`config.mk`:
```
export PLATFORM = sky130hd
export DESIGN_NAME = pipe_hazard_ctrl_flat
export DESIGN_NICKNAME = d
export VERILOG_FILES = /design/src/rtl/pipe_hazard_ctrl_if.sv /design/src/rtl/pipe_hazard_ctrl.sv /design/src/flat_wrapper.sv
export SDC_FILE = /design/constraint.sdc
export NUM_CORES = 1
export LEC_CHECK = 0
export CAP_MARGIN = 20
export CELL_PAD_IN_SITES_DETAIL_PLACEMENT = 1
export CELL_PAD_IN_SITES_GLOBAL_PLACEMENT = 1
export CORE_AREA = 8 8 105 107
export DETAILED_ROUTE_END_ITERATION = 6
export DIE_AREA = 0 0 113 115
export PLACE_DENSITY_LB_ADDON = 0.12
export SLEW_MARGIN = 25
export SYNTH_ARGS = -nofsm -noshare
export SYNTH_HDL_FRONTEND = slang
export SYNTH_SLANG_ARGS = --single-unit
```
`constraint.sdc`:
```
create_clock -name clk -period 8.55 [get_ports clk]
set_input_delay 1.71 -clock clk [delete_from_list [all_inputs] [get_ports clk]]
set_output_delay 1.71 -clock clk [all_outputs]
set_load 0.02 [all_outputs]
```
`src/rtl/pipe_hazard_ctrl_if.sv`:
```
// Hazard-control bundle between the core pipeline and the stall/flush sequencer.
// Carries per-stage hazard sources from the pipeline (ID operands, EX op class, MEM handshake)
// and returns the per-register stall/flush controls, PC hold, MDU busy flag and stall counter.
//
// Modports:
//   master : pipeline side, drives hazard sources and consumes the controls
//   slave  : sequencer side, consumes hazard sources and drives the controls
interface pipe_hazard_ctrl_if;
    // ID stage operand usage
    logic [4:0]  id_rs1;
    logic [4:0]  id_rs2;
    logic        id_rs1_used;
    logic        id_rs2_used;

    // EX stage instruction class
    logic        ex_mem_read;
    logic [4:0]  ex_rd;
    logic        ex_mdu_op;
    logic        ex_redirect;

    // MEM stage data-memory handshake
    logic        mem_req;
    logic        mem_ready;

    // Pipe-register controls
    logic        pc_stall;
    logic        stall_ifid;
    logic        stall_idex;
    logic        stall_exmem;
    logic        stall_memwb;
    logic        flush_ifid;
    logic        flush_idex;
    logic        flush_exmem;
    logic        flush_memwb;

    // Status
    logic        mdu_busy;
    logic [31:0] stall_cycles;

    modport master (
        output id_rs1, id_rs2, id_rs1_used, id_rs2_used,
        output ex_mem_read, ex_rd, ex_mdu_op, ex_redirect,
        output mem_req, mem_ready,
        input  pc_stall,
        input  stall_ifid, stall_idex, stall_exmem, stall_memwb,
        input  flush_ifid, flush_idex, flush_exmem, flush_memwb,
        input  mdu_busy, stall_cycles
    );

    modport slave (
        input  id_rs1, id_rs2, id_rs1_used, id_rs2_used,
        input  ex_mem_read, ex_rd, ex_mdu_op, ex_redirect,
        input  mem_req, mem_ready,
        output pc_stall,
        output stall_ifid, stall_idex, stall_exmem, stall_memwb,
        output flush_ifid, flush_idex, flush_exmem, flush_memwb,
        output mdu_busy, stall_cycles
    );
endinterface

```
`src/rtl/pipe_hazard_ctrl.sv`:
```
// Stall/flush sequencer for the 5-stage pipeline: resolves mem-wait, MDU occupancy,
// EX redirect and load-use hazards in that priority order.
// Latency: controls are combinational from state and inputs; stall counter updates next cycle.
// Backpressure: mem_wait freezes the whole pipe; MDU occupancy holds PC/IF/ID/EX and bubbles MEM.
//
// Ports:
//   clk  : core clock
//   rst  : synchronous active-high reset
//   hz   : hazard-control bundle (slave side)
module pipe_hazard_ctrl #(
    parameter int unsigned MDU_LATENCY = 4,   // cycles an MDU op occupies EX, 2..255
    parameter int unsigned CNT_W       = 8    // occupancy counter width
) (
    input  logic               clk,
    input  logic               rst,
    pipe_hazard_ctrl_if.slave  hz
);

    typedef enum logic {
        IDLE = 1'b0,
        BUSY = 1'b1
    } state_t;

    localparam logic [CNT_W-1:0] CNT_LOAD = CNT_W'(MDU_LATENCY - 1);
    localparam logic [CNT_W-1:0] CNT_ONE  = CNT_W'(1);

    state_t            state_q;
    logic [CNT_W-1:0]  cnt_q;
    logic [31:0]       stall_cnt_q;

    // Hazard detection
    logic mem_wait;
    logic load_use;
    logic rs1_hit;
    logic rs2_hit;
    logic mdu_start;
    logic mdu_last;      // BUSY with counter at 1: the op's final EX cycle
    logic mdu_hold;

    // Combinational controls
    logic pc_stall_c;
    logic stall_ifid_c;
    logic stall_idex_c;
    logic stall_exmem_c;
    logic stall_memwb_c;
    logic flush_ifid_c;
    logic flush_idex_c;
    logic flush_exmem_c;
    logic flush_memwb_c;

    always_comb begin
        mem_wait  = hz.mem_req & ~hz.mem_ready;

        rs1_hit   = hz.id_rs1_used & (hz.id_rs1 == hz.ex_rd);
        rs2_hit   = hz.id_rs2_used & (hz.id_rs2 == hz.ex_rd);
        // x0 is hardwired zero, so a load targeting it never creates a dependency.
        load_use  = hz.ex_mem_read & (hz.ex_rd != 5'd0) & (rs1_hit | rs2_hit);

        // A new MDU op cannot be accepted while the memory stage is frozen;
        // it simply waits in EX until mem_wait drops.
        mdu_start = (state_q == IDLE) & hz.ex_mdu_op & ~mem_wait;
        mdu_last  = (state_q == BUSY) & (cnt_q == CNT_ONE);
        // The last BUSY cycle is not a hold: the op leaves EX at the end of it.
        mdu_hold  = mdu_start | ((state_q == BUSY) & (cnt_q > CNT_ONE));
    end

    // Priority resolution. Reset forces bubbles into every pipe register.
    always_comb begin
        pc_stall_c    = 1'b0;
        stall_ifid_c  = 1'b0;
        stall_idex_c  = 1'b0;
        stall_exmem_c = 1'b0;
        stall_memwb_c = 1'b0;
        flush_ifid_c  = 1'b0;
        flush_idex_c  = 1'b0;
        flush_exmem_c = 1'b0;
        flush_memwb_c = 1'b0;

        if (rst) begin
            flush_ifid_c  = 1'b1;
            flush_idex_c  = 1'b1;
            flush_exmem_c = 1'b1;
            flush_memwb_c = 1'b1;
        end else if (mem_wait) begin
            // Whole pipe frozen; a pending redirect is deferred until memory completes
            // so the branch stays in EX and is re-evaluated then.
            pc_stall_c    = 1'b1;
            stall_ifid_c  = 1'b1;
            stall_idex_c  = 1'b1;
            stall_exmem_c = 1'b1;
            stall_memwb_c = 1'b1;
        end else if (mdu_hold) begin
            // MDU op stays in EX; MEM gets a bubble and the older instruction drains to WB.
            // This also wins over a (illegal) simultaneous redirect.
            pc_stall_c    = 1'b1;
            stall_ifid_c  = 1'b1;
            stall_idex_c  = 1'b1;
            flush_exmem_c = 1'b1;
        end else if (hz.ex_redirect) begin
            // PC loads the target; the two younger instructions are wrong-path,
            // which is why this beats load_use.
            flush_ifid_c  = 1'b1;
            flush_idex_c  = 1'b1;
        end else if (load_use) begin
            pc_stall_c    = 1'b1;
            stall_ifid_c  = 1'b1;
            flush_idex_c  = 1'b1;
        end
    end

    // MDU occupancy FSM and stall-cycle counter.
    always_ff @(posedge clk) begin
        if (rst) begin
            state_q     <= IDLE;
            cnt_q       <= '0;
            stall_cnt_q <= '0;
        end else begin
            case (state_q)
                IDLE: begin
                    if (mdu_start) begin
                        state_q <= BUSY;
                        cnt_q   <= CNT_LOAD;
                    end
                end
                BUSY: begin
                    if (cnt_q > CNT_ONE) begin
                        // Counts down even under mem_wait: the MDU keeps computing.
                        cnt_q <= cnt_q - CNT_ONE;
                    end else if (mdu_last && !mem_wait) begin
                        state_q <= IDLE;
                        cnt_q   <= '0;
                    end
                    // cnt==1 under mem_wait: hold, residency extends one cycle.
                end
                default: begin
                    state_q <= IDLE;
                    cnt_q   <= '0;
                end
            endcase

            // Wraps naturally at 2^32.
            stall_cnt_q <= stall_cnt_q + {31'd0, pc_stall_c};
        end
    end

    assign hz.pc_stall     = pc_stall_c;
    assign hz.stall_ifid   = stall_ifid_c;
    assign hz.stall_idex   = stall_idex_c;
    assign hz.stall_exmem  = stall_exmem_c;
    assign hz.stall_memwb  = stall_memwb_c;
    assign hz.flush_ifid   = flush_ifid_c;
    assign hz.flush_idex   = flush_idex_c;
    assign hz.flush_exmem  = flush_exmem_c;
    assign hz.flush_memwb  = flush_memwb_c;
    assign hz.mdu_busy     = ~rst & (state_q == BUSY);
    assign hz.stall_cycles = stall_cnt_q;

endmodule

```
`src/flat_wrapper.sv`:
```
// flat-port wrapper written by rule: the top's interface ports become plain ports
module pipe_hazard_ctrl_flat 
#(
    parameter int unsigned MDU_LATENCY = 4,                                          
    parameter int unsigned CNT_W       = 8                              
)
  (clk, rst, hz_id_rs1, hz_id_rs2, hz_id_rs1_used, hz_id_rs2_used, hz_ex_mem_read, hz_ex_rd, hz_ex_mdu_op, hz_ex_redirect, hz_mem_req, hz_mem_ready, hz_pc_stall, hz_stall_ifid, hz_stall_idex, hz_stall_exmem, hz_stall_memwb, hz_flush_ifid, hz_flush_idex, hz_flush_exmem, hz_flush_memwb, hz_mdu_busy, hz_stall_cycles);
  pipe_hazard_ctrl_if hz_i ();
  input  logic clk;
  input  logic rst;
  input wire logic [$bits(hz_i.id_rs1)-1:0] hz_id_rs1;
  input wire logic [$bits(hz_i.id_rs2)-1:0] hz_id_rs2;
  input wire logic [$bits(hz_i.id_rs1_used)-1:0] hz_id_rs1_used;
  input wire logic [$bits(hz_i.id_rs2_used)-1:0] hz_id_rs2_used;
  input wire logic [$bits(hz_i.ex_mem_read)-1:0] hz_ex_mem_read;
  input wire logic [$bits(hz_i.ex_rd)-1:0] hz_ex_rd;
  input wire logic [$bits(hz_i.ex_mdu_op)-1:0] hz_ex_mdu_op;
  input wire logic [$bits(hz_i.ex_redirect)-1:0] hz_ex_redirect;
  input wire logic [$bits(hz_i.mem_req)-1:0] hz_mem_req;
  input wire logic [$bits(hz_i.mem_ready)-1:0] hz_mem_ready;
  output wire logic [$bits(hz_i.pc_stall)-1:0] hz_pc_stall;
  output wire logic [$bits(hz_i.stall_ifid)-1:0] hz_stall_ifid;
  output wire logic [$bits(hz_i.stall_idex)-1:0] hz_stall_idex;
  output wire logic [$bits(hz_i.stall_exmem)-1:0] hz_stall_exmem;
  output wire logic [$bits(hz_i.stall_memwb)-1:0] hz_stall_memwb;
  output wire logic [$bits(hz_i.flush_ifid)-1:0] hz_flush_ifid;
  output wire logic [$bits(hz_i.flush_idex)-1:0] hz_flush_idex;
  output wire logic [$bits(hz_i.flush_exmem)-1:0] hz_flush_exmem;
  output wire logic [$bits(hz_i.flush_memwb)-1:0] hz_flush_memwb;
  output wire logic [$bits(hz_i.mdu_busy)-1:0] hz_mdu_busy;
  output wire logic [$bits(hz_i.stall_cycles)-1:0] hz_stall_cycles;
  assign hz_i.id_rs1 = hz_id_rs1;
  assign hz_i.id_rs2 = hz_id_rs2;
  assign hz_i.id_rs1_used = hz_id_rs1_used;
  assign hz_i.id_rs2_used = hz_id_rs2_used;
  assign hz_i.ex_mem_read = hz_ex_mem_read;
  assign hz_i.ex_rd = hz_ex_rd;
  assign hz_i.ex_mdu_op = hz_ex_mdu_op;
  assign hz_i.ex_redirect = hz_ex_redirect;
  assign hz_i.mem_req = hz_mem_req;
  assign hz_i.mem_ready = hz_mem_ready;
  assign hz_pc_stall = hz_i.pc_stall;
  assign hz_stall_ifid = hz_i.stall_ifid;
  assign hz_stall_idex = hz_i.stall_idex;
  assign hz_stall_exmem = hz_i.stall_exmem;
  assign hz_stall_memwb = hz_i.stall_memwb;
  assign hz_flush_ifid = hz_i.flush_ifid;
  assign hz_flush_idex = hz_i.flush_idex;
  assign hz_flush_exmem = hz_i.flush_exmem;
  assign hz_flush_memwb = hz_i.flush_memwb;
  assign hz_mdu_busy = hz_i.mdu_busy;
  assign hz_stall_cycles = hz_i.stall_cycles;
  pipe_hazard_ctrl #(.MDU_LATENCY(MDU_LATENCY), .CNT_W(CNT_W)) u_core (.clk(clk), .rst(rst), .hz(hz_i));
endmodule
```
# --- Yosys cells after proc, flatten, opt, wreduce, memory -nomap -nowiden ---
# Index checks and enable logic that the tools add are counted.
classes:
  addsub: 2
  order_cmp: 1
  eq_ne: 5
  muxes: 29
  bitwise_logic: 16
  n_reduce_logical: 4
ops:
  columns: ["operator", "n"]
  rows:
  - ["32-bit by 1-bit adder with 32-bit output", 1]
  - ["1-bit two-way mux", 24]
  - ["8-bit two-way mux", 3]
  - ["8-bit case mux with 2 select lines", 1]
  - ["1-bit bitwise AND", 10]
  - ["5-bit == test", 2]
  - ["8-bit by 1-bit == test with 1-bit output (second input constant)", 1]
  - ["8-bit by 1-bit > comparator with 1-bit output (second input constant)", 1]
  - ["8-bit by 1-bit subtractor with 8-bit output (second input constant)", 1]
  - ["5-bit nonzero test", 1]
  - ["1-bit inverter", 4]
  - ["3-bit inequality test (second input constant)", 1]
  - ["2-bit by 1-bit inequality test with 1-bit output (second input constant)", 1]
  - ["1-bit OR", 2]
  - ["1-bit case mux with 2 select lines", 1]
  - ["2-bit AND reduction", 1]
  - ["1-bit logical AND", 1]
  - ["1-bit zero test", 1]
word_totals:
  regBits: 41
  input_bits: 24
  output_inout_bits: 42
  word_cells: 60

# --- Logic depth before layout (Yosys ltp) ---
# Gate-level depths: netlist of the first run.
logic_depth:
  ltp_word: 10
  depth_mapped: 13
  depth_no_buf: 12

# --- Least setup slack after synthesis of the first run ---
# Ideal clock, no wire load.
synth_timing:
  kind: "input to output"
  startpoint: "input port hz_mem_ready"
  endpoint: "output port hz_stall_ifid"
  arrival_ps: 3037
  setup_slack_ps: 3803
  cell_stages: 5
  path_buffers: 2
  cell_sequence: "nand2b_1 > clkbuf_1 > a31oi_1 > o21bai_1 > buf_4"
synth_between:
  elab_chain_len: 8
synth_lines:
  columns: ["item", "line", "rtl"]
  rows:
  - ["from (decl)", "flat_wrapper.sv:20", "input wire logic [$bits(hz_i.mem_ready)-1:0] hz_mem_ready;"]
  - ["1-bit inverter *", "pipe_hazard_ctrl.sv:52", "mem_wait = hz.mem_req & ~hz.mem_ready;"]
  - ["1-bit bitwise AND *", "pipe_hazard_ctrl.sv:52", null]
  - ["1-bit inverter", "pipe_hazard_ctrl.sv:61", "mdu_start = (state_q == IDLE) & hz.ex_mdu_op & ~mem_wait;"]
  - ["1-bit bitwise AND", "pipe_hazard_ctrl.sv:61", null]
  - ["1-bit OR", "pipe_hazard_ctrl.sv:64", "mdu_hold = mdu_start | ((state_q == BUSY) & (cnt_q > CNT_ONE));"]
  - ["1-bit two-way mux", null, null]
  - ["1-bit two-way mux * (2 in a row)", null, null]
  - ["to (decl)", "flat_wrapper.sv:22", "output wire logic [$bits(hz_i.stall_ifid)-1:0] hz_stall_ifid;"]
# Mark *: on every way between the ends. The rest lies on a longest branch, timed or not.

# --- Worst setup path in the final report of the first run ---
layout_timing:
  startpoint: "input port hz_ex_rd[1]"
  endpoint: "output port hz_pc_stall"
layout_between:
  elab_chain_len: 9
  elab_cells_between_ends: 13
  classes_between: "eq/ne: 2; mux: 5; bitwise: 5; reduce/logical: 1"
layout_lines:
  columns: ["item", "line", "rtl"]
  rows:
  - ["from (decl)", "flat_wrapper.sv:16", "input wire logic [$bits(hz_i.ex_rd)-1:0] hz_ex_rd;"]
  - ["5-bit == test, on equally long branches", "pipe_hazard_ctrl.sv:54, pipe_hazard_ctrl.sv:55", null]
  - ["1-bit bitwise AND, on equally long branches", "pipe_hazard_ctrl.sv:54, pipe_hazard_ctrl.sv:55", null]
  - ["1-bit OR", "pipe_hazard_ctrl.sv:57", "load_use = hz.ex_mem_read & (hz.ex_rd != 5'd0) & (rs1_hit | rs2_hit);"]
  - ["1-bit bitwise AND *", "pipe_hazard_ctrl.sv:57", null]
  - ["1-bit two-way mux *", "pipe_hazard_ctrl.sv:104", "end else if (load_use) begin"]
  - ["1-bit two-way mux *", "pipe_hazard_ctrl.sv:99", "end else if (hz.ex_redirect) begin"]
  - ["1-bit two-way mux *", "pipe_hazard_ctrl.sv:92", "end else if (mdu_hold) begin"]
  - ["1-bit two-way mux *", "pipe_hazard_ctrl.sv:84", "end else if (mem_wait) begin"]
  - ["1-bit two-way mux *", "pipe_hazard_ctrl.sv:79", "if (rst) begin"]
  - ["to (decl)", "flat_wrapper.sv:21", "output wire logic [$bits(hz_i.pc_stall)-1:0] hz_pc_stall;"]
# Marked as above.

==> results by group, run 1 <==
Outcome
  – Outcome: completed

Floorplanning
  – I/O pin count: 66
  – Effective utilization at floorplan: 24.9%
  – Placeable core region: 0.00946 sq mm
  – Die height: roughly 120 um
  – Number of placement rows: 36
  – Die Span X: about 110 um
  – Die ar.: 0.0130 sq mm

Clocking
  – Number of sinks driven by the clock tree: 41
  – H-Tree Depth: 2
  – Number of buffers added to fix hold violations after cts: 0
  – Clock latency of the later-clocked register in the worst-skew pair: 300 ps
  – Number of CTS-inserted buffers: 5
  – Post-CTS setup buffers: 0
  – CTS root buf: sky130_fd_sc_hd__clkbuf_8
  – Largest buffer count on any clock path: 2
  – Count of instances resized after the clock tree is built: 0
  – Clock-pin transition on the worst setup and hold timing paths: 90 ps
  – TritonCTS clock tree: yes

Placement
  – Placed wire-length estimate after detailed placement: 5340 um
  – Routability congestion estimate from global placement: 0.784
  – Post-placement setup slack: 3070 ps
  – Number of input and output port buffers inserted: 65

Setup path
  – Dominant delay contributor by cell family on the critical path: buffers and inverters
  – Startpoint-to-endpoint class of the critical path: in2out
  – Worst-path cell with the longest stage delay: sky130_fd_sc_hd__clkdlybuf4s50_1
  – Launching element of the worst setup path: hz_ex_rd[1]
  – Source of the worst register-to-register timing path: u_core.cnt_q[0]
  – Cell type with the highest occurrence count on the critical path: sky130_fd_sc_hd__clkdlybuf4s50_1
  – Delay of the slowest cell on the worst path: 570 ps
  – Arrival time worst endpoint: 3740 ps
  – CP Data Required Time: 6840 ps
  – Nature of the critical path endpoint: output pin
  – Cell chain of the critical path: clkdlybuf4s50_1 -> or4_1 -> o21ai_0 -> or3_1 -> o21bai_1 -> clkdlybuf4s50_1
  – Buffers & Inverters on Critical Path: 2
  – Worst setup SP type: primary input
  – Critical-path maximum fanout: 3

Synthesis
  – Share of the yosys chip area belonging to registers: 34.8%
  – Cell area after synthesis: between 0.002 and 0.0025 sq mm
  – Yosys warnings: 0
  – Area share of the leading cell type in the synthesized netlist: 34.8%
  – Complex-gate fraction of the synthesized area: 17.0%
  – Simple logic cell fraction of the synthesized area: 28.2%
  – Synthesized area divided by synthesized cell count: 8.51 sq um
  – Cell types occupying the most area after synthesis: sky130_fd_sc_hd__dfxtp_1, sky130_fd_sc_hd__xor2_1, sky130_fd_sc_hd__a21oi_1
  – Post-synthesis xor/xnor area fraction: 8.54%
  – Number of different library cells in the post-synthesis netlist: 47
  – Dominant combinational cell family by area after synthesis: simple AND/OR/NAND/NOR gates
  – Synthesized flop and latch total: slightly above 40
  – Post-Synthesis Cells: 277
  – Dominant register cell in the synthesized netlist: sky130_fd_sc_hd__dfxtp_1
  – Share of cell area taken by muxes after synthesis: between 3 and 4%
  – Post-Synth Adder-Cell Area: 2.12%
  – Proportion of synthesized flip-flops having asynchronous set or reset: 0%
  – Post-synth top area cell: sky130_fd_sc_hd__dfxtp_1
  – Count of flip-flops with a built-in enable after synthesis: 0
  – Syn nets: 305

Timing
  – Fin crit share: 63.8%
  – Hold Vio Cnt, Final: 0
  – Setup-violating endpoint count in the final report: 0
  – Number of max-slew violations in the final report: 0
  – Achievable frequency: 183 MHz
  – Final critical-path setup slack: 3100 ps
  – Final total negative setup slack: 0 ps
  – Worst clock skew: 16.2 ps
  – Period minus WS final: 5450 ps
  – Slew HR: 27.0%
  – Hold Worst Slack: ~500 ps
  – Transition time of the tightest slew-check pin: 1090 ps
  – Unrepaired setup endpoints after global routing: false

Cells and area
  – Ratio of cells with drive above 1 in the final layout: 5.95%
  – Layout Nets: 363
  – Antenna Diode Count: 0
  – Flip-flop and latch area: 821 sq um
  – Growth of design area from synthesis to finish: 34.2%
  – Filler instances: 1130
  – Total area of multi-input combinational cells: 0.00139 sq mm

Flow run
  – Number of maximum-capacitance constraint violations: 0

Global routing
  – Wire length of the first global-routing pass: ~12000 um
  – Maximum number of pins on one net before global-route repair: 38
  – Total global-route track usage: 11.3%
  – Number of antenna violations at the first check in global routing: 0
  – Number of global-route vias before repair: 2412
  – Remaining global-route overflow: 0

Detailed routing
  – Via count: 2296
  – Drt wl/cell: between 15 and 20 um
  – DRC marker count from the first detailed-route iteration: 60
  – Detailed Routing Iterations Pass 1: 4
  – Antenna violation net count after detailed routing: 0
  – Post-detailed-route DRC marker count: 0
  – WL final: 7110 um
  – Routed via count divided by cell count: 5.10

Power
  – Total power density per cell area: 145 mW/mm^2
  – Static leakage: roughly 1.0 nW
  – IR drop worst, VDD: roughly 0.000060 V

Hold path
  – Startpoint of the tightest hold check path: u_core.hz.stall_cycles[30]
  – Hold WC Path Type: reg2reg
-- power breakdown --
group | total (W) | switching (W) | internal, W
clock network | 0.000140 | 0.0000740 | 0.0000656
logic | 0.000111 | 0.0000636 | 0.0000478
registers | 0.000208 | 0.00000925 | 0.000199
total | 0.000460 | 0.000147 | 0.000313
-- stage by stage --
| step | cells | power, W | instance area, sq um | utilization, % |
|---|---|---|---|---|
| 2_1_floorplan | 277 | 0.000287 | 2360 | - |
| 3_3_place_gp | 442 | 0.000324 | 3070 | 32.4 |
| 3_5_place_dp | 442 | 0.000326 | 3070 | 32.4 |
| 4_1_cts | 450 | 0.000470 | 3160 | 33.5 |
| 5_1_grt | 450 | 0.000491 | 3160 | 33.5 |
| 6_report | 450 | 0.000460 | 3160 | 33.5 |
-- cells in the mapped netlist (3+ instances only) --
master and n:
sky130_fd_sc_hd__nand3_1 11, sky130_fd_sc_hd__mux2i_1 5, sky130_fd_sc_hd__a21oi_1 16, sky130_fd_sc_hd__clkbuf_1 7, sky130_fd_sc_hd__nor2_1 20, sky130_fd_sc_hd__nand4_1 10, sky130_fd_sc_hd__and4_1 5, sky130_fd_sc_hd__ha_1 4
sky130_fd_sc_hd__nor2b_1 3, sky130_fd_sc_hd__inv_1 15, sky130_fd_sc_hd__xor2_1 15, sky130_fd_sc_hd__o41ai_1 3, sky130_fd_sc_hd__or4_1 10, sky130_fd_sc_hd__a31oi_1 6, sky130_fd_sc_hd__o211ai_1 8, sky130_fd_sc_hd__nand4_2 3
sky130_fd_sc_hd__buf_4 3, sky130_fd_sc_hd__dfxtp_1 41, sky130_fd_sc_hd__o31ai_1 10, sky130_fd_sc_hd__xnor2_1 8, sky130_fd_sc_hd__o21ai_0 5, sky130_fd_sc_hd__buf_6 3, sky130_fd_sc_hd__nor4_1 11, sky130_fd_sc_hd__nand2_1 17
sky130_fd_sc_hd__or3_1 7, sky130_fd_sc_hd__nor3_1 6
-- state kept, by name, summed over array words and instances (netlist names) --
name                    cells
u_core.state_q              1
u_core.cnt_q                8
u_core.hz.stall_cycles     32
-- final timing paths --
check | endpoint | depth (start not counted) | slack [ps]
setup / recovery | hz_pc_stall | 6 | 3100
hold / removal | u_core.hz.stall_cycles[30] | 2 | 500
setup reg to reg | u_core.hz.stall_cycles[31] | 11 | 4880
hold reg to reg | u_core.hz.stall_cycles[30] | 2 | 500
-- layout make-up --
class / instances / area share [%]
multi-input combinational: 206 / 43.9
inverter: 15 / 1.78
timing repair buffer: 66 / 20.8
clock inverter: 2 / 0.435
clock buffer: 6 / 2.61
tap: 114 / 4.51
sequential: 41 / 25.9
-- metal layers --
metal  track usage [%]  vias up  wire (um)  part of all wire [%]
met5                 0        -          0                     0
met4              3.46        0         78                   1.1
met3              3.47        7        416                   5.9
met2              20.0       43       3390                    48
met1              12.7     1090       3220                    45
li1                  -     1156          -                     -
-- cell families (layout without fill, tap and decap cells) --
group	Yosys count	after routing
multiplexers	7	7
AO/OA/AOI/OAI	58	58
AND/OR/NAND/NOR	114	114
flip-flops	41	41
XOR/XNOR	23	23
adder cells (fa/ha/maj)	4	4
buffers and inverters	30	89
-- worst register-to-register path, cell delays in order (launching register included) --
cell	delay, ps
sky130_fd_sc_hd__dfxtp_1	430
sky130_fd_sc_hd__inv_1	120
sky130_fd_sc_hd__ha_1	260
sky130_fd_sc_hd__o21bai_1	330
sky130_fd_sc_hd__o31ai_4	150
sky130_fd_sc_hd__a31oi_1	320
sky130_fd_sc_hd__o21bai_1	220
sky130_fd_sc_hd__ha_1	220
sky130_fd_sc_hd__nand3_1	290
sky130_fd_sc_hd__nor4_1	920
sky130_fd_sc_hd__a31o_2	280
sky130_fd_sc_hd__a21oi_1	50
-- cell usage in the layout, fill, tap and decap left out, types with 7 or more instances in the layout --
cell type and n:
sky130_fd_sc_hd__clkdlybuf4s50_1 65, sky130_fd_sc_hd__dfxtp_1 41, sky130_fd_sc_hd__nor2_1 20, sky130_fd_sc_hd__nand2_1 17, sky130_fd_sc_hd__a21oi_1 16, sky130_fd_sc_hd__inv_1 15
sky130_fd_sc_hd__xor2_1 15, sky130_fd_sc_hd__nor4_1 11, sky130_fd_sc_hd__nand3_1 11, sky130_fd_sc_hd__or4_1 10, sky130_fd_sc_hd__o31ai_1 10, sky130_fd_sc_hd__nand4_1 10
sky130_fd_sc_hd__xnor2_1 8, sky130_fd_sc_hd__o211ai_1 8, sky130_fd_sc_hd__or3_1 7
(Power assumes the default switching activity.)
==> inputs of run 2 (changes only) <==
==> constraint.sdc (replaced) <==
create_clock -name clk -period 4.65 [get_ports clk]
set_input_delay 0.93 -clock clk [delete_from_list [all_inputs] [get_ports clk]]
set_output_delay 0.93 -clock clk [all_outputs]
set_load 0.02 [all_outputs]
==> results by group, run 2 (synthesis gave the netlist of run 1 again) <==
Detailed routing
  – Antenna violation net count after detailed routing: 0 (unchanged)
  – Drt wl/cell: 15.5 um (was 15.8 um)
  – DRC marker count from the first detailed-route iteration: 56 (was 60)
  – Detailed Routing Iterations Pass 1: 4 (unchanged)
  – Routed via count divided by cell count: 5.15 (was 5.10)
  – Via count: 2327 (was 2296)
  – Post-detailed-route DRC marker count: 0 (unchanged)
  – WL final: 7020 um (was 7110 um)

Power
  – IR drop worst, VDD: 0.000115 V (was 0.0000596 V)
  – Total power density per cell area: 264 mW/mm^2 (was 145 mW/mm^2)
  – Static leakage: 1.03 nW (was 1.02 nW)

Floorplanning
  – Die ar.: 0.0130 sq mm (unchanged)
  – Effective utilization at floorplan: 24.9% (unchanged)
  – Die Span X: 113 um (unchanged)
  – I/O pin count: 66 (unchanged)
  – Die height: 115 um (unchanged)
  – Number of placement rows: 36 (unchanged)
  – Placeable core region: 0.00946 sq mm (unchanged)

Setup path
  – Startpoint-to-endpoint class of the critical path: in2out (unchanged)
  – Critical-path maximum fanout: 3 (unchanged)
  – Nature of the critical path endpoint: output pin (unchanged)
  – Worst setup SP type: primary input (unchanged)
  – CP Data Required Time: 3720 ps (was 6840 ps)
  – Arrival time worst endpoint: 3020 ps (was 3740 ps)

Cells and area
  – Number of flip-flops under the largest register name: 32 (unchanged)
  – Antenna Diode Count: 0 (unchanged)
  – Most frequent cells in the layout: sky130_fd_sc_hd__clkdlybuf4s50_1, sky130_fd_sc_hd__dfxtp_1, sky130_fd_sc_hd__nor2_1 (unchanged)
  – Leading cell type in the layout, fill and taps excluded: sky130_fd_sc_hd__clkdlybuf4s50_1 (unchanged)
  – Growth of design area from synthesis to finish: 34.8% (was 34.2%)
  – Ratio of cells with drive above 1 in the final layout: 6.51% (was 5.95%)
  – Layout Nets: 365 (was 363)

Global routing
  – Global routing met1 resource utilization: 11.9% (was 12.7%)
  – GR met3 Demand/Resource: 3.94% (was 3.47%)
  – Wire length of the first global-routing pass: 11800 um (was 12000 um)
  – Total global-route track usage: 10.9% (was 11.3%)
  – Maximum number of pins on one net before global-route repair: 38 (unchanged)
  – Remaining global-route overflow: 0 (unchanged)
  – Number of antenna violations at the first check in global routing: 0 (unchanged)
  – GR Layer Usage met2: 19.5% (was 20.0%)
  – Peak-usage layer in the global routing report: met2 (unchanged)
  – Number of global-route vias before repair: 2425 (was 2412)

Timing
  – Fin crit share: 85.0%
  – Final total negative setup slack: 0 ps (unchanged)
  – Number of max-slew violations in the final report: 0 (unchanged)
  – Achievable frequency: between 200 and 300 MHz
  – Slew HR: 38.0% (was 27.0%)
  – Period minus WS final: a little under 4000 ps
  – Worst clock skew: 15.3 ps (was 16.2 ps)
  – Unrepaired setup endpoints after global routing: false (unchanged)
  – Setup-violating endpoint count in the final report: 0 (unchanged)
  – Hold Vio Cnt, Final: 0 (unchanged)
  – Transition time of the tightest slew-check pin: 921 ps (was 1090 ps)
  – Final critical-path setup slack: 697 ps (was 3100 ps)

Clocking
  – Post-CTS setup buffers: 0 (unchanged)
  – CTS root buf: sky130_fd_sc_hd__clkbuf_8 (unchanged)
  – Largest buffer count on any clock path: 2 (unchanged)
  – H-Tree Depth: 2 (unchanged)
  – Number of CTS-inserted buffers: 5 (unchanged)
  – Clock latency of the later-clocked register in the worst-skew pair: 300 ps (about the same)
  – Number of sinks driven by the clock tree: 41 (unchanged)
  – Count of instances resized after the clock tree is built: 0 (unchanged)
  – Clock-pin transition on the worst setup and hold timing paths: 90 ps (about the same)
  – Number of buffers added to fix hold violations after cts: 0 (unchanged)
  – TritonCTS clock tree: yes (unchanged)

Placement
  – Post-placement setup slack: 553 ps (was 3070 ps)
  – Routability congestion estimate from global placement: 0.783 (was 0.784)
  – Number of input and output port buffers inserted: 65 (unchanged)
  – Placed wire-length estimate after detailed placement: 5380 um (was 5340 um)

Flow run
  – Number of maximum-capacitance constraint violations: 0 (unchanged)

Outcome
  – Outcome: completed (unchanged)

Hold path
  – Hold WC Path Type: reg2reg (unchanged)
## run 2: cell count changes in the layout (fill, tap and decap cells not counted)
cell                    before  now
sky130_fd_sc_hd__buf_4       1    3
## run 2: per-layer routing
layer | vias to the layer above | wire length [um]
li1 | 1159 | -
met1 | 1115 | 3060
met2 | 49 | 3450
met3 | 4 | 451
met4 | 0 | 51
met5 | - | 0
## run 2: per-stage QoR
| step | hold WS (ps) | instances | power, W | utilization (%) | instance area [sq um] |
|---|---|---|---|---|---|
| 5_1_grt | 530 | 452 | 0.000887 | 33.6 | 3180 |
| 6_report | 501 | 452 | 0.000840 | 33.6 | 3180 |
| 3_5_place_dp | 497 | 444 | 0.000598 | 32.6 | 3080 |
| 3_3_place_gp | 489 | 444 | 0.000597 | 32.6 | 3080 |
| 2_1_floorplan | 461 | 277 | 0.000527 | - | 2360 |
| 4_1_cts | 512 | 452 | 0.000856 | 33.6 | 3180 |
## run 2: worst max-delay path, stage by stage
cell and delay, ps:
sky130_fd_sc_hd__clkdlybuf4s50_1 460, sky130_fd_sc_hd__xor2_1 180, sky130_fd_sc_hd__nor4_1 310, sky130_fd_sc_hd__a32oi_1 170
sky130_fd_sc_hd__o21bai_1 280, sky130_fd_sc_hd__clkdlybuf4s50_1 680
## run 2: worst paths after layout
check	startpoint	to	slack [ps]	cells past startpoint
setup reg to reg	u_core.cnt_q[0]	u_core.hz.stall_cycles[24]	1090	12
hold / removal	u_core.hz.stall_cycles[30]	u_core.hz.stall_cycles[30]	500	2
setup / recovery	hz_ex_rd[3]	hz_pc_stall	700	6
hold reg to reg	u_core.hz.stall_cycles[30]	u_core.hz.stall_cycles[30]	500	2
## run 2: cell type report
cell class / count / area, sq um
fillers: 1126 / 6280
multi-input cells: 206 / 1390
flip-flops and latches: 41 / 821
repair buffers: 68 / 673
well taps: 114 / 143
clock buffers: 6 / 82.6
inverters: 15 / 56.3
clock inverters: 2 / 13.8
## run 2: power breakdown
part | switching, W | leakage, nW | internal (W) | total, W
sequential | 0.0000160 | 0.332 | 0.000366 | 0.000382
combinational | 0.000116 | 0.651 | 0.0000880 | 0.000204
clock | 0.000133 | 0.0512 | 0.000121 | 0.000254
total | 0.000265 | 1.03 | 0.000575 | 0.000840
==> inputs of run 3 (changes only) <==
--- a/config.mk
+++ b/config.mk
@@ -8,9 +8,11 @@
 export CAP_MARGIN = 20
 export CELL_PAD_IN_SITES_DETAIL_PLACEMENT = 1
 export CELL_PAD_IN_SITES_GLOBAL_PLACEMENT = 1
-export CORE_AREA = 8 8 105 107
+export CORE_AREA = 8 8 95 97
+export CTS_CLUSTER_SIZE = 10
 export DETAILED_ROUTE_END_ITERATION = 6
-export DIE_AREA = 0 0 113 115
+export DIE_AREA = 0 0 103 105
+export GPL_TIMING_DRIVEN = 0
 export PLACE_DENSITY_LB_ADDON = 0.12
 export SLEW_MARGIN = 25
 export SYNTH_ARGS = -nofsm -noshare
==> results by group, run 3 (synthesis gave the netlist of run 1 again) <==
Setup path
  – Worst setup path endpoint: hz_stall_ifid (was hz_pc_stall)
  – Slack of the worst reg-to-reg path: 990 ps (was 1090 ps)
  – Launching element of the worst setup path: hz_ex_rd[3] (unchanged)
  – Source of the worst register-to-register timing path: u_core.cnt_q[0] (unchanged)
  – Cell count of the worst reg-to-reg path: 13 (was 12)
  – Worst setup SP type: primary input (unchanged)
  – Nature of the critical path endpoint: output pin (unchanged)
  – Arrival time worst endpoint: 3190 ps (was 3020 ps)
  – Critical-path maximum fanout: 3 (unchanged)
  – Worst reg2reg endpoint: u_core.hz.stall_cycles[24] (unchanged)
  – CP Data Required Time: 3720 ps (about the same)
  – Startpoint-to-endpoint class of the critical path: in2out (unchanged)

Cells and area
  – Most frequent cells in the layout: sky130_fd_sc_hd__clkdlybuf4s50_1, sky130_fd_sc_hd__dfxtp_1, sky130_fd_sc_hd__nor2_1 (unchanged)
  – Ratio of cells with drive above 1 in the final layout: 7.16% (was 6.51%)
  – Number of flip-flops under the largest register name: 32 (unchanged)
  – Finished layout cell area: 0.00324 sq mm (was 0.00318 sq mm)
  – Layout Nets: 376 (was 365)
  – Antenna Diode Count: 0 (unchanged)
  – Leading cell type in the layout, fill and taps excluded: sky130_fd_sc_hd__clkdlybuf4s50_1 (unchanged)
  – Growth of design area from synthesis to finish: 37.5% (was 34.8%)
  – Filler instances: 928 (was 1126)

Timing
  – Number of max-slew violations in the final report: 0 (unchanged)
  – Unrepaired setup endpoints after global routing: false (unchanged)
  – Slew HR: 37.5% (was 38.0%)
  – Achievable frequency: 243 MHz (was 253 MHz)
  – Final total negative setup slack: 0 ps (unchanged)
  – Period minus WS final: 4120 ps (was 3950 ps)
  – Hold Vio Cnt, Final: 0 (unchanged)
  – Worst clock skew: 13.2 ps (was 15.3 ps)
  – Fin crit share: 88.7% (was 85.0%)
  – Transition time of the tightest slew-check pin: 928 ps (was 921 ps)
  – Hold Worst Slack: 500 ps (was 501 ps)
  – Setup-violating endpoint count in the final report: 0 (unchanged)

Global routing
  – Maximum number of pins on one net before global-route repair: 13 (was 38)
  – Remaining global-route overflow: 0 (unchanged)
  – Wire length of the first global-routing pass: 12000 um (was 11800 um)
  – Total global-route track usage: 13.6% (was 10.9%)
  – Number of global-route vias before repair: 2453 (was 2425)
  – Number of antenna violations at the first check in global routing: 0 (unchanged)

Clocking
  – CTS root buf: sky130_fd_sc_hd__clkbuf_8 (unchanged)
  – Number of CTS-inserted buffers: 5 (unchanged)
  – Post-CTS setup buffers: 0 (unchanged)
  – Largest buffer count on any clock path: 2 (unchanged)
  – Count of instances resized after the clock tree is built: 0 (unchanged)
  – Clock latency of the later-clocked register in the worst-skew pair: 300 ps (about the same)
  – TritonCTS clock tree: yes (unchanged)
  – Number of buffers added to fix hold violations after cts: 0 (unchanged)
  – Number of sinks driven by the clock tree: 41 (unchanged)
  – Clock-pin transition on the worst setup and hold timing paths: 70 ps (was 90 ps)
  – H-Tree Depth: 2 (unchanged)

Floorplanning
  – Effective utilization at floorplan: 31.3% (was 24.9%)
  – Number of placement rows: 32 (was 36)
  – Die ar.: 0.0108 sq mm (was 0.0130 sq mm)
  – I/O pin count: 66 (unchanged)
  – Placeable core region: 0.00753 sq mm (was 0.00946 sq mm)
  – Die Span X: 103 um (was 113 um)
  – Die height: 105 um (was 115 um)

Placement
  – Number of input and output port buffers inserted: 64 (was 65)
  – Placed wire-length estimate after detailed placement: 5520 um (was 5380 um)
  – Routability congestion estimate from global placement: 0.796 (was 0.783)
  – Instance area after placement: 0.00313 sq mm (was 0.00308 sq mm)

Detailed routing
  – Detailed Routing Iterations Pass 1: 4 (unchanged)
  – Post-detailed-route DRC marker count: 0 (unchanged)
  – DRC marker count from the first detailed-route iteration: 45 (was 56)
  – WL final: 7010 um (was 7020 um)
  – Routed via count divided by cell count: 5.28 (was 5.15)
  – Drt wl/cell: 15.5 um (about the same)
  – Antenna violation net count after detailed routing: 0 (unchanged)
  – Via count: 2380 (was 2327)

Power
  – IR drop worst, VDD: 0.000131 V (was 0.000115 V)
  – Total power density per cell area: 278 mW/mm^2 (was 264 mW/mm^2)
  – Static leakage: 1.07 nW (was 1.03 nW)

Flow run
  – Number of maximum-capacitance constraint violations: 0 (unchanged)

Outcome
  – Outcome: completed (unchanged)

Hold path
  – Hold WC Path Type: reg2reg (unchanged)
## run 3: routing by layer
metal | track usage [%] | vias to the layer above | share of wire [%]
met4 | 4.03 | 0 | 1.1
li1 | - | 1179 | -
met2 | 23.3 | 47 | 50
met5 | 0 | - | 0
met3 | 3.78 | 6 | 5.6
met1 | 15.7 | 1148 | 44
## run 3: cell type report
cell class / count / area [sq um] / share of cell area [%]
inverter: 15 / 56.3 / 1.74
multi-input combinational: 206 / 1390 / 42.9
clock buffer: 7 / 86.3 / 2.66
tap: 102 / 128 / 3.94
timing repair buffer: 64 / 641 / 19.8
clock inverter: 1 / 30.0 / 0.926
buffer: 15 / 91.3 / 2.82
sequential: 41 / 821 / 25.3
## run 3: where the power goes
group          switching (W)  internal, W  leakage, nW
Sequential         0.0000162     0.000366        0.332
Combinational       0.000119    0.0000942        0.678
Clock               0.000129     0.000175       0.0585
Total               0.000264     0.000636         1.07
## run 3: worst min path at each step
stage,start,endpoint,slack [ps],depth (start not counted)
CTS,u_core.hz.stall_cycles[30],u_core.hz.stall_cycles[30],510,2
floorplan,u_core.cnt_q[3],u_core.cnt_q[3],460,2
global route,u_core.hz.stall_cycles[20],u_core.hz.stall_cycles[20],540,2
global placement,u_core.cnt_q[3],u_core.cnt_q[3],480,2
detailed placement,u_core.hz.stall_cycles[30],u_core.hz.stall_cycles[30],490,2
finish,u_core.hz.stall_cycles[30],u_core.hz.stall_cycles[30],500,2
## run 3: worst max-delay path, cell delays in order
cell	delay (ps)
sky130_fd_sc_hd__clkdlybuf4s50_1	470
sky130_fd_sc_hd__xor2_1	190
sky130_fd_sc_hd__nor4_1	360
sky130_fd_sc_hd__a32oi_1	200
sky130_fd_sc_hd__o21bai_1	280
sky130_fd_sc_hd__buf_4	160
sky130_fd_sc_hd__clkdlybuf4s50_1	600
## run 3: through the flow
stage	setup slack [ps]	power, W	utilization, %	cells
after floorplan	1000	0.000527	-	277
after global placement	347	0.000602	41.5	443
after global routing	331	0.000948	43.1	451
after detailed placement	308	0.000605	41.5	443
after CTS	516	0.000910	43.1	451
final	527	0.000900	43.1	451
